===== src/rtl/gray_pkg.sv =====
// Shared types and Gray/binary helpers for the Gray counter and its monitor.
// Holds monitor states, default widths and gray2bin / bin2gray.
package gray_pkg;

    localparam int GRAY_WIDTH_DEF  = 4;
    localparam int SYNC_STAGES_DEF = 2;

    typedef enum logic [1:0] {
        ST_ACQUIRE = 2'd0,
        ST_TRACK   = 2'd1,
        ST_FAULT   = 2'd2
    } mon_state_e;

    // Upper bits of a zero-extended code are 0, so the prefix XOR
    // is correct for any width up to 32.
    function automatic logic [31:0] gray2bin(input logic [31:0] g);
        logic [31:0] b;
        b = g;
        for (int i = 1; i < 32; i++) begin
            b = b ^ (g >> i);
        end
        return b;
    endfunction

    function automatic logic [31:0] bin2gray(input logic [31:0] b);
        return b ^ (b >> 1);
    endfunction

endpackage


===== src/rtl/gray_sync.sv =====
// WIDTH x STAGES flop chain bringing a Gray bus into the local clock domain.
// Ports: clk, rst_n (async active-low), d (async input), q (last stage).
module gray_sync #(
    parameter int WIDTH  = 4,
    parameter int STAGES = 2
) (
    input  logic             clk,
    input  logic             rst_n,
    input  logic [WIDTH-1:0] d,
    output logic [WIDTH-1:0] q
);

    logic [STAGES-1:0][WIDTH-1:0] sync_d;
    logic [STAGES-1:0][WIDTH-1:0] sync_q;

    always_comb begin
        sync_d[0] = d;
        for (int i = 1; i < STAGES; i++) begin
            sync_d[i] = sync_q[i-1];
        end
    end

    always_ff @(posedge clk or negedge rst_n) begin
        if (!rst_n) begin
            sync_q <= '0;
        end else begin
            sync_q <= sync_d;
        end
    end

    assign q = sync_q[STAGES-1];

endmodule


===== src/rtl/gray_step_monitor.sv =====
// Synchronises a Gray count, decodes it and classifies each change as
// up-step, down-step or protocol error (sticky err).
// Ports: clk, reset (async active-low), gray_in, resync, clear,
//        bin_out, valid, step_up, step_down, err.
// Option: GRAY_STEP_MONITOR_ERRCNT_EN adds err_count[7:0], a saturating
//         count of TRACK->FAULT entries cleared only by clear.
module gray_step_monitor
    import gray_pkg::*;
#(
    parameter int data_width  = GRAY_WIDTH_DEF,
    parameter int sync_stages = SYNC_STAGES_DEF
) (
    input  logic                  clk,
    input  logic                  reset,
    input  logic [data_width-1:0] gray_in,
    input  logic                  resync,
    input  logic                  clear,
    output logic [data_width-1:0] bin_out,
    output logic                  valid,
    output logic                  step_up,
    output logic                  step_down,
    output logic                  err
`ifdef GRAY_STEP_MONITOR_ERRCNT_EN
    ,
    output logic [7:0]            err_count
`endif
);

    localparam int CW = $clog2(sync_stages + 1);
    localparam logic [CW-1:0] FILL = CW'(sync_stages);

    logic [data_width-1:0] s;
    logic [data_width-1:0] b;

    mon_state_e            state_d, state_q;
    logic [CW-1:0]         fill_d, fill_q;
    logic [data_width-1:0] prev_d, prev_q;
    logic [data_width-1:0] bin_d, bin_q;
    logic                  valid_d, valid_q;
    logic                  up_d, up_q;
    logic                  dn_d, dn_q;
    logic                  err_d, err_q;
`ifdef GRAY_STEP_MONITOR_ERRCNT_EN
    logic [7:0]            ecnt_d, ecnt_q;
`endif

    gray_sync #(
        .WIDTH  (data_width),
        .STAGES (sync_stages)
    ) u_sync (
        .clk   (clk),
        .rst_n (reset),
        .d     (gray_in),
        .q     (s)
    );

    assign b = data_width'(gray2bin(32'(s)));

    always_comb begin
        state_d = state_q;
        fill_d  = fill_q;
        prev_d  = prev_q;
        bin_d   = bin_q;
        valid_d = valid_q;
        up_d    = 1'b0;
        dn_d    = 1'b0;
        err_d   = err_q;
`ifdef GRAY_STEP_MONITOR_ERRCNT_EN
        ecnt_d  = ecnt_q;
`endif
        if (clear || resync) begin
            // Re-acquire; this cycle's sample is never classified.
            state_d = ST_ACQUIRE;
            fill_d  = FILL;
            valid_d = 1'b0;
            if (clear) begin
                err_d = 1'b0;
`ifdef GRAY_STEP_MONITOR_ERRCNT_EN
                ecnt_d = '0;
`endif
            end
        end else begin
            unique case (state_q)
                ST_ACQUIRE: begin
                    valid_d = 1'b0;
                    if (fill_q == '0) begin
                        prev_d  = b;
                        bin_d   = b;
                        valid_d = 1'b1;
                        state_d = ST_TRACK;
                    end else begin
                        fill_d = fill_q - CW'(1);
                    end
                end
                ST_TRACK: begin
                    unique case (1'b1)
                        (b == prev_q): begin
                        end
                        (b == prev_q + data_width'(1)): begin
                            prev_d = b;
                            bin_d  = b;
                            up_d   = 1'b1;
                        end
                        (b == prev_q - data_width'(1)): begin
                            prev_d = b;
                            bin_d  = b;
                            dn_d   = 1'b1;
                        end
                        default: begin
                            prev_d  = b;
                            bin_d   = b;
                            err_d   = 1'b1;
                            state_d = ST_FAULT;
`ifdef GRAY_STEP_MONITOR_ERRCNT_EN
                            if (ecnt_q != 8'hFF) begin
                                ecnt_d = ecnt_q + 8'd1;
                            end
`endif
                        end
                    endcase
                end
                ST_FAULT: begin
                    prev_d  = b;
                    bin_d   = b;
                    valid_d = 1'b1;
                    err_d   = 1'b1;
                end
                default: begin
                    state_d = ST_ACQUIRE;
                    fill_d  = FILL;
                    valid_d = 1'b0;
                end
            endcase
        end
    end

    always_ff @(posedge clk or negedge reset) begin
        if (!reset) begin
            state_q <= ST_ACQUIRE;
            fill_q  <= FILL;
            prev_q  <= '0;
            bin_q   <= '0;
            valid_q <= 1'b0;
            up_q    <= 1'b0;
            dn_q    <= 1'b0;
            err_q   <= 1'b0;
`ifdef GRAY_STEP_MONITOR_ERRCNT_EN
            ecnt_q  <= '0;
`endif
        end else begin
            state_q <= state_d;
            fill_q  <= fill_d;
            prev_q  <= prev_d;
            bin_q   <= bin_d;
            valid_q <= valid_d;
            up_q    <= up_d;
            dn_q    <= dn_d;
            err_q   <= err_d;
`ifdef GRAY_STEP_MONITOR_ERRCNT_EN
            ecnt_q  <= ecnt_d;
`endif
        end
    end

    assign bin_out   = bin_q;
    assign valid     = valid_q;
    assign step_up   = up_q;
    assign step_down = dn_q;
    assign err       = err_q;
`ifdef GRAY_STEP_MONITOR_ERRCNT_EN
    assign err_count = ecnt_q;
`endif

endmodule


===== config.mk =====
export PLATFORM = sky130hd
export DESIGN_NAME = gray_step_monitor
export DESIGN_NICKNAME = d
export VERILOG_FILES = /design/src/rtl/gray_pkg.sv /design/src/rtl/gray_sync.sv /design/src/rtl/gray_step_monitor.sv
export SDC_FILE = /design/constraint.sdc
export NUM_CORES = 1
export LEC_CHECK = 0
export BUFFER_PORTS_ARGS = -buffer_cell sky130_fd_sc_hd__buf_2
export CORE_ASPECT_RATIO = 0.75
export CORE_UTILIZATION = 55
export DETAILED_ROUTE_END_ITERATION = 7
export PLACE_DENSITY = 0.88
export SLEW_MARGIN = 20
export SYNTH_ARGS = -nofsm -noshare
export SYNTH_HDL_FRONTEND = slang
export SYNTH_HIERARCHICAL = 1
export SYNTH_SLANG_ARGS = --single-unit

===== constraint.sdc =====
create_clock -name clk -period 2.6 [get_ports clk]
set_clock_uncertainty 0.1 [all_clocks]
set_input_delay 0 -clock clk [delete_from_list [all_inputs] [get_ports clk]]
set_output_delay 0 -clock clk [all_outputs]
set_load 0.02 [all_outputs]

==> flow_metrics.tcl, run 1 <==
set metrics [dict create \
    slowest_delay_ns 0.49 \
    wl_per_cell_um 14.02 \
    antenna_found_initial 0 \
    ys.flop_type "dfrtp_1" \
    final_cell_area_um2 1287 \
    critical-path-top-delay-family "simple AND/OR/NAND/NOR gates" \
    clockBufferDepth 2 \
    grt_pass1_wl_um 3167 \
    status "complete, no violations" \
    ys_seq_area_share_pct 46.20 \
    synth.most_common_cell "dfrtp_1" \
    maxSlewViolCount 0 \
    yosys_warnings 6 \
    comb_power_share_pct 45.1 \
    cts_buffers 3 \
    power.total_w 0.001013 \
    syn_nets 112 \
    tightestPinTransition_ns 0.4320 \
    cts_setup_buffers 0 \
    synth_top_area_share_pct 43.78 \
    critPathArrivalTime_ns 2.52 \
    io_buffers 15 \
    leakagePower_nw 0.6406 \
    clock_latency_ns 0.29 \
    p_int_w 0.0006355 \
    fmax_mhz 410.2 \
    syn_inst 96 \
    syn_to_final_growth_pct 18.55 \
    finalHoldWorstSlack_ns 0.06193 \
    min_period_ns 2.438 \
    synth-edff-count 0 \
    cap_violations 0 \
    die_height_um 40.49 \
    nets 138 \
    fin_crit_sh_pct 93.75 \
    synth_area_um2 1086 \
    irDropWorstVdd_mv 0.6024 \
    finalHoldViolations 0 \
    die_w_um 53.31 \
    die_area_um2 2158 \
    finalNonFillerCells 143 \
    drt_iter0_markers 9 \
    p_per_area_nw_per_um2 786.8 \
    cts_tree "done" \
    ys_ff_latch 20 \
    ios 16 \
    htreeDepth 1 \
    avgSynthCellArea_um2 11.31 \
    cp.required_ns 2.68 \
    yosysTopAreaCell "dfrtp_1" \
    rsz0062_at_grt "no" \
    synthTopCellsByCount "dfrtp_1 (19), ha_1 (8), inv_1 (8)" \
    initial_core_util_pct 60.70 \
    fp.coreArea_um2 1789 \
    crit_type "flip-flop to flip-flop" \
    async_flop_share_pct 100.0 \
    switchingPower_w 0.0003775 \
    viasPerCell 5.580 \
    antennaDiodeCount 0 \
    placed_cells 132 \
    drc 0 \
    endpoint_kind "flip-flop" \
    grt_pass1_vias 711 \
    overflow 0 \
    swShare_pct 37.27 \
    grt.total_usage_pct 22.24 \
    yosys-top-cells-area "dfrtp_1 (44%), ha_1 (9.2%), xor2_1 (5.6%)" \
    cp_slowest_cell "dfrtp_1" \
    hp-class "input port to async pin" \
    crit_buf_inv 0 \
    final_antenna_net_count 0 \
    clkPwrFrac_pct 14.5 \
    finalWeightedCongestion 0.8066 \
    worstPathMaxFanout 8 \
    numClockSinks 20 \
    dp.final_hpwl_um 1485 \
    setup_violations 0 \
    start_kind "flip-flop" \
    path_cells "or3_2 -> a2111oi_0 -> o21ai_0 -> nand4b_1 -> mux2_2" \
    timing.slew.headroom_pct 70.80 \
    num_rows 13 \
    seqPwrFrac_pct 40.4 \
    fin_setup_tns_ns 0 \
    drt-pass1-iter-count 4 \
    synth.distinct_cells 34 \
    cts-root-buf "clkbuf_4" \
    drt-total-wl_um 2005 \
    num_vias 798 \
    clk_pin_slew_worst_paths_ns 0.11 \
    grt_start_max_net_pins 21 \
    layout-drive-gt1-share_pct 23.97 \
    placed_cell_area_um2 1191 \
]
-- power by group through the flow --
stage | combinational (W) | sequential, W | clock [W]
after floorplan | 0.000291 | 0.000448 | 0
after global placement | 0.000437 | 0.000410 | 0
after detailed placement | 0.000447 | 0.000415 | 0
after CTS | 0.000457 | 0.000408 | 0.000155
after global routing | 0.000506 | 0.000417 | 0.000171
final | 0.000457 | 0.000409 | 0.000147
-- path summary, 6_finish.rpt --
kind	start	end	slack [ns]	depth (start not counted)
worst min register to register	u_sync/sync_d[6]	u_sync/q[2]	0.26	0
worst min-delay path	reset	bin_out[2]	0.06	2
worst max-delay path	u_sync/q[3]	bin_out[3]	0.16	5
worst max register to register	u_sync/q[3]	bin_out[3]	0.16	5
max in group asynchronous	reset	fill_q[1]	2.01	2
min in group clk	gray_in[3]	u_sync/sync_d[7]	0.25	2
-- layout by cell type, fill, tap and decap left out --
| master | synthesis | layout |
|---|---|---|
| clkbuf_1 | 1 | 1 |
| a22oi_1 | 1 | 1 |
| o2111a_1 | 1 | 1 |
| buf_4 | 0 | 2 |
| xor2_1 | 7 | 7 |
| ha_1 | 8 | 8 |
| a21oi_1 | 2 | 2 |
| or4_4 | 1 | 1 |
| or3_2 | 1 | 1 |
| dlygate4sd3_1 | 0 | 7 |
| buf_2 | 0 | 15 |
| xor3_2 | 1 | 1 |
| a22o_1 | 4 | 4 |
| nand4b_1 | 1 | 1 |
| nand3_1 | 2 | 2 |
| dfstp_2 | 1 | 1 |
| mux2_2 | 3 | 3 |
| o21ai_0 | 5 | 5 |
| nor4b_1 | 1 | 1 |
| a2111oi_0 | 1 | 1 |
| nor3_1 | 5 | 5 |
| dfrtp_1 | 19 | 19 |
| a21bo_2 | 1 | 1 |
| a41oi_1 | 1 | 1 |
| nand2b_1 | 1 | 1 |
| nand2_1 | 2 | 2 |
| xnor2_1 | 3 | 3 |
| and3b_2 | 1 | 1 |
| inv_1 | 8 | 8 |
| nor2_1 | 5 | 5 |
| nand3b_1 | 1 | 1 |
| xnor3_1 | 1 | 1 |
| nor3b_1 | 1 | 1 |
| clkbuf_4 | 0 | 3 |
| a21o_1 | 2 | 2 |
| and3_1 | 2 | 2 |
-- kinds of logic after synthesis --
| family | share of synthesized area, % |
|---|---|
| AOI/OAI and AO/OA | 12.10 |
| xor gates and xnor gates | 12.44 |
| muxes | 3.110 |
| adders and majority gates | 9.217 |
| and+or+nand+nor | 13.02 |
| DFF | 46.20 |
| buffers and inverters | 3.916 |
-- registers in the layout, summed over array words and instances (netlist names) --
name / flops
bin_out: 4
err: 1
fill_q: 2
state_q: 2
step_down: 1
step_up: 1
u_sync/q: 4
u_sync/sync_d: 4
valid: 1
-- stage by stage --
| step | setup WS, ns | utilization (%) |
|---|---|---|
| global route | 0.06124 | 71.96 |
| detailed placement | 0.1765 | 66.57 |
| CTS | 0.1576 | 71.96 |
| floorplan | 0.3614 | - |
| global placement | 0.2100 | 66.57 |
| finish | 0.1624 | 71.96 |
-- layout make-up --
type	instances	area, um^2
inverters	8	30.03
flip-flops and latches	20	501.7
multi-input cells	65	541.8
well taps	22	27.53
repair buffers	24	160.2
clock buffers	4	26.28
fillers	132	501.7
-- routing by layer --
metal,vias up,part of all wire (%),GRT usage [%]
met5,-,0,0
met4,0,0.60,5.921
li1,390,-,-
met1,382,48,29.01
met2,24,46,36.25
met3,2,4.4,6.818
-- what timing repair did --
action,in CTS,in global routing
resized for setup,0,0
hold endpoints to repair,30,0
endpoints found under the setup margin,0,0
hold buffers,7,0
Note: power is estimated with default switching activity, not from simulation.
==> run 2, diff against run 1 <==
--- a/config.mk
+++ b/config.mk
@@ -7,9 +7,11 @@
 export LEC_CHECK = 0
 export BUFFER_PORTS_ARGS = -buffer_cell sky130_fd_sc_hd__buf_2
 export CORE_ASPECT_RATIO = 0.75
+export CORE_MARGIN = 4
 export CORE_UTILIZATION = 55
 export DETAILED_ROUTE_END_ITERATION = 7
 export PLACE_DENSITY = 0.88
+export RECOVER_POWER = 50
 export SLEW_MARGIN = 20
 export SYNTH_ARGS = -nofsm -noshare
 export SYNTH_HDL_FRONTEND = slang
==> flow_metrics.tcl, run 2 (same netlist as run 1, synthesis figures left out) <==
set metrics [dict create \
    status "complete, no violations" \
    cts_tree "done" \
    timing.slew.headroom_pct 29.54 \
    fp.coreArea_um2 1805 \
    final_antenna_net_count 0 \
    dr_wl_met2_um 938 \
    grt_start_max_net_pins 21 \
    final_util_pct 70.89 \
    htreeDepth 1 \
    drt_iter0_markers 19 \
    placed_cells 130 \
    die_w_um 59.31 \
    min_period_ns 2.360 \
    layout-drive-gt1-share_pct 22.50 \
    finalHoldViolations 0 \
    grt.total_usage_pct 17.01 \
    io_buffers 15 \
    initial_core_util_pct 60.15 \
    die_area_um2 2757 \
    nets 137 \
    fin_setup_tns_ns 0 \
    critPathArrivalTime_ns 2.50 \
    rsz0062_at_grt "no" \
    numClockSinks 20 \
    met3_length_um 88 \
    cts-root-buf "clkbuf_4" \
    syn_to_final_growth_pct 17.86 \
    antennaDiodeCount 0 \
    hp-class "input port to flip-flop" \
    drc 0 \
    clk_pin_slew_worst_paths_ns 0.10 \
    overflow 0 \
    num_rows 13 \
    drt-total-wl_um 1972 \
    grt_pass1_vias 716 \
    clockBufferDepth 2 \
    crit_type "flip-flop to flip-flop" \
    start_kind "flip-flop" \
    rr_endpoint "state_q[1]" \
    critPathLaunch "bin_out[1]" \
    met1_length_um 926 \
    endpoint_kind "flip-flop" \
    viasPerCell 5.493 \
    drt-pass1-iter-count 4 \
    irDropWorstVdd_mv 0.6504 \
    maxSlewViolCount 0 \
    tightestPinTransition_ns 1.057 \
    fmax_mhz 423.7 \
    worst-r2r-setup-slack_ns 0.24 \
    fin_crit_sh_pct 90.78 \
    cts_buffers 3 \
    pre_cts_slack_ns 0.2501 \
    ios 16 \
    top_layer_used "met4" \
    r2r_start "bin_out[1]" \
    worstPathMaxFanout 7 \
    finalWorstSetupSlack_ns 0.2397 \
    final_cell_mix "dfrtp_1 (19), buf_2 (14), inv_1 (8), ha_1 (8)" \
    r2r_cells 8 \
    clock_latency_ns 0.29 \
    grt_pass1_wl_um 3381 \
    dp.final_hpwl_um 1505 \
    finalWeightedCongestion 0.8657 \
    p_per_area_nw_per_um2 772.6 \
    endpoint "state_q[1]" \
    setup_violations 0 \
    finalNonFillerCells 142 \
    cp.required_ns 2.74 \
    die_height_um 46.49 \
    cap_violations 0 \
    leakagePower_nw 0.6321 \
    num_vias 780 \
    antenna_found_initial 0 \
    wl_per_cell_um 13.89 \
    final_common_cell "dfrtp_1" \
]
run 2: what timing repair did:
item,in CTS,in global routing
setup endpoints to repair,0,3
hold endpoints to repair,31,0
setup buffers,0,1
hold buffers,7,0
resized for setup,0,1
run 2: stage by stage:
stage                     area (um^2)  hold WS, ns  power (W)
after floorplan                  1086      -0.3956  0.0007389
after global placement           1176      -0.1451  0.0008189
after detailed placement         1176      -0.1387  0.0008387
after CTS                        1272      0.06898  0.0009931
after global routing             1280       0.2442   0.001063
final                            1280       0.2454  0.0009889
run 2: power by group:
group	switching [W]	total, W	internal (W)
clock	0.0000843	0.000144	0.0000596
sequential	0.0000751	0.000431	0.000355
combinational	0.000214	0.000414	0.000201
run 2: area by class of cell:
cell class | count | area [um^2]
multi-input cells | 65 | 543.0
inverters | 8 | 30.03
well taps | 22 | 27.53
clock buffers | 4 | 26.28
repair buffers | 23 | 151.4
flip-flops and latches | 20 | 501.7
fillers | 123 | 525.5
run 2: worst min path at each step:
| stage | depth (start not counted) | to | from | slack, ns |
|---|---|---|---|---|
| finish | 2 | u_sync/sync_d[5] | gray_in[1] | 0.25 |
| global route | 2 | u_sync/sync_d[5] | gray_in[1] | 0.24 |
| CTS | 2 | u_sync/q[2] | reset | 0.07 |
| detailed placement | 1 | u_sync/q[2] | reset | -0.14 |
| global placement | 1 | u_sync/sync_d[5] | reset | -0.15 |
| floorplan | 0 | bin_out[0] | reset | -0.40 |
run 2: critical path: stages, from the launching register on:
cell     delay [ns]
dfrtp_1        0.49
inv_1          0.07
ha_1           0.32
xor2_1         0.18
and3_1         0.18
o21ai_0        0.25
a21o_1         0.20
nor4b_1        0.33
a22o_1         0.18
run 2: metal layers:
layer	track usage [%]	up-vias
li1	-	387
met1	22.55	369
met2	27.45	20
met3	5.602	4
met4	3.167	0
met5	0	-
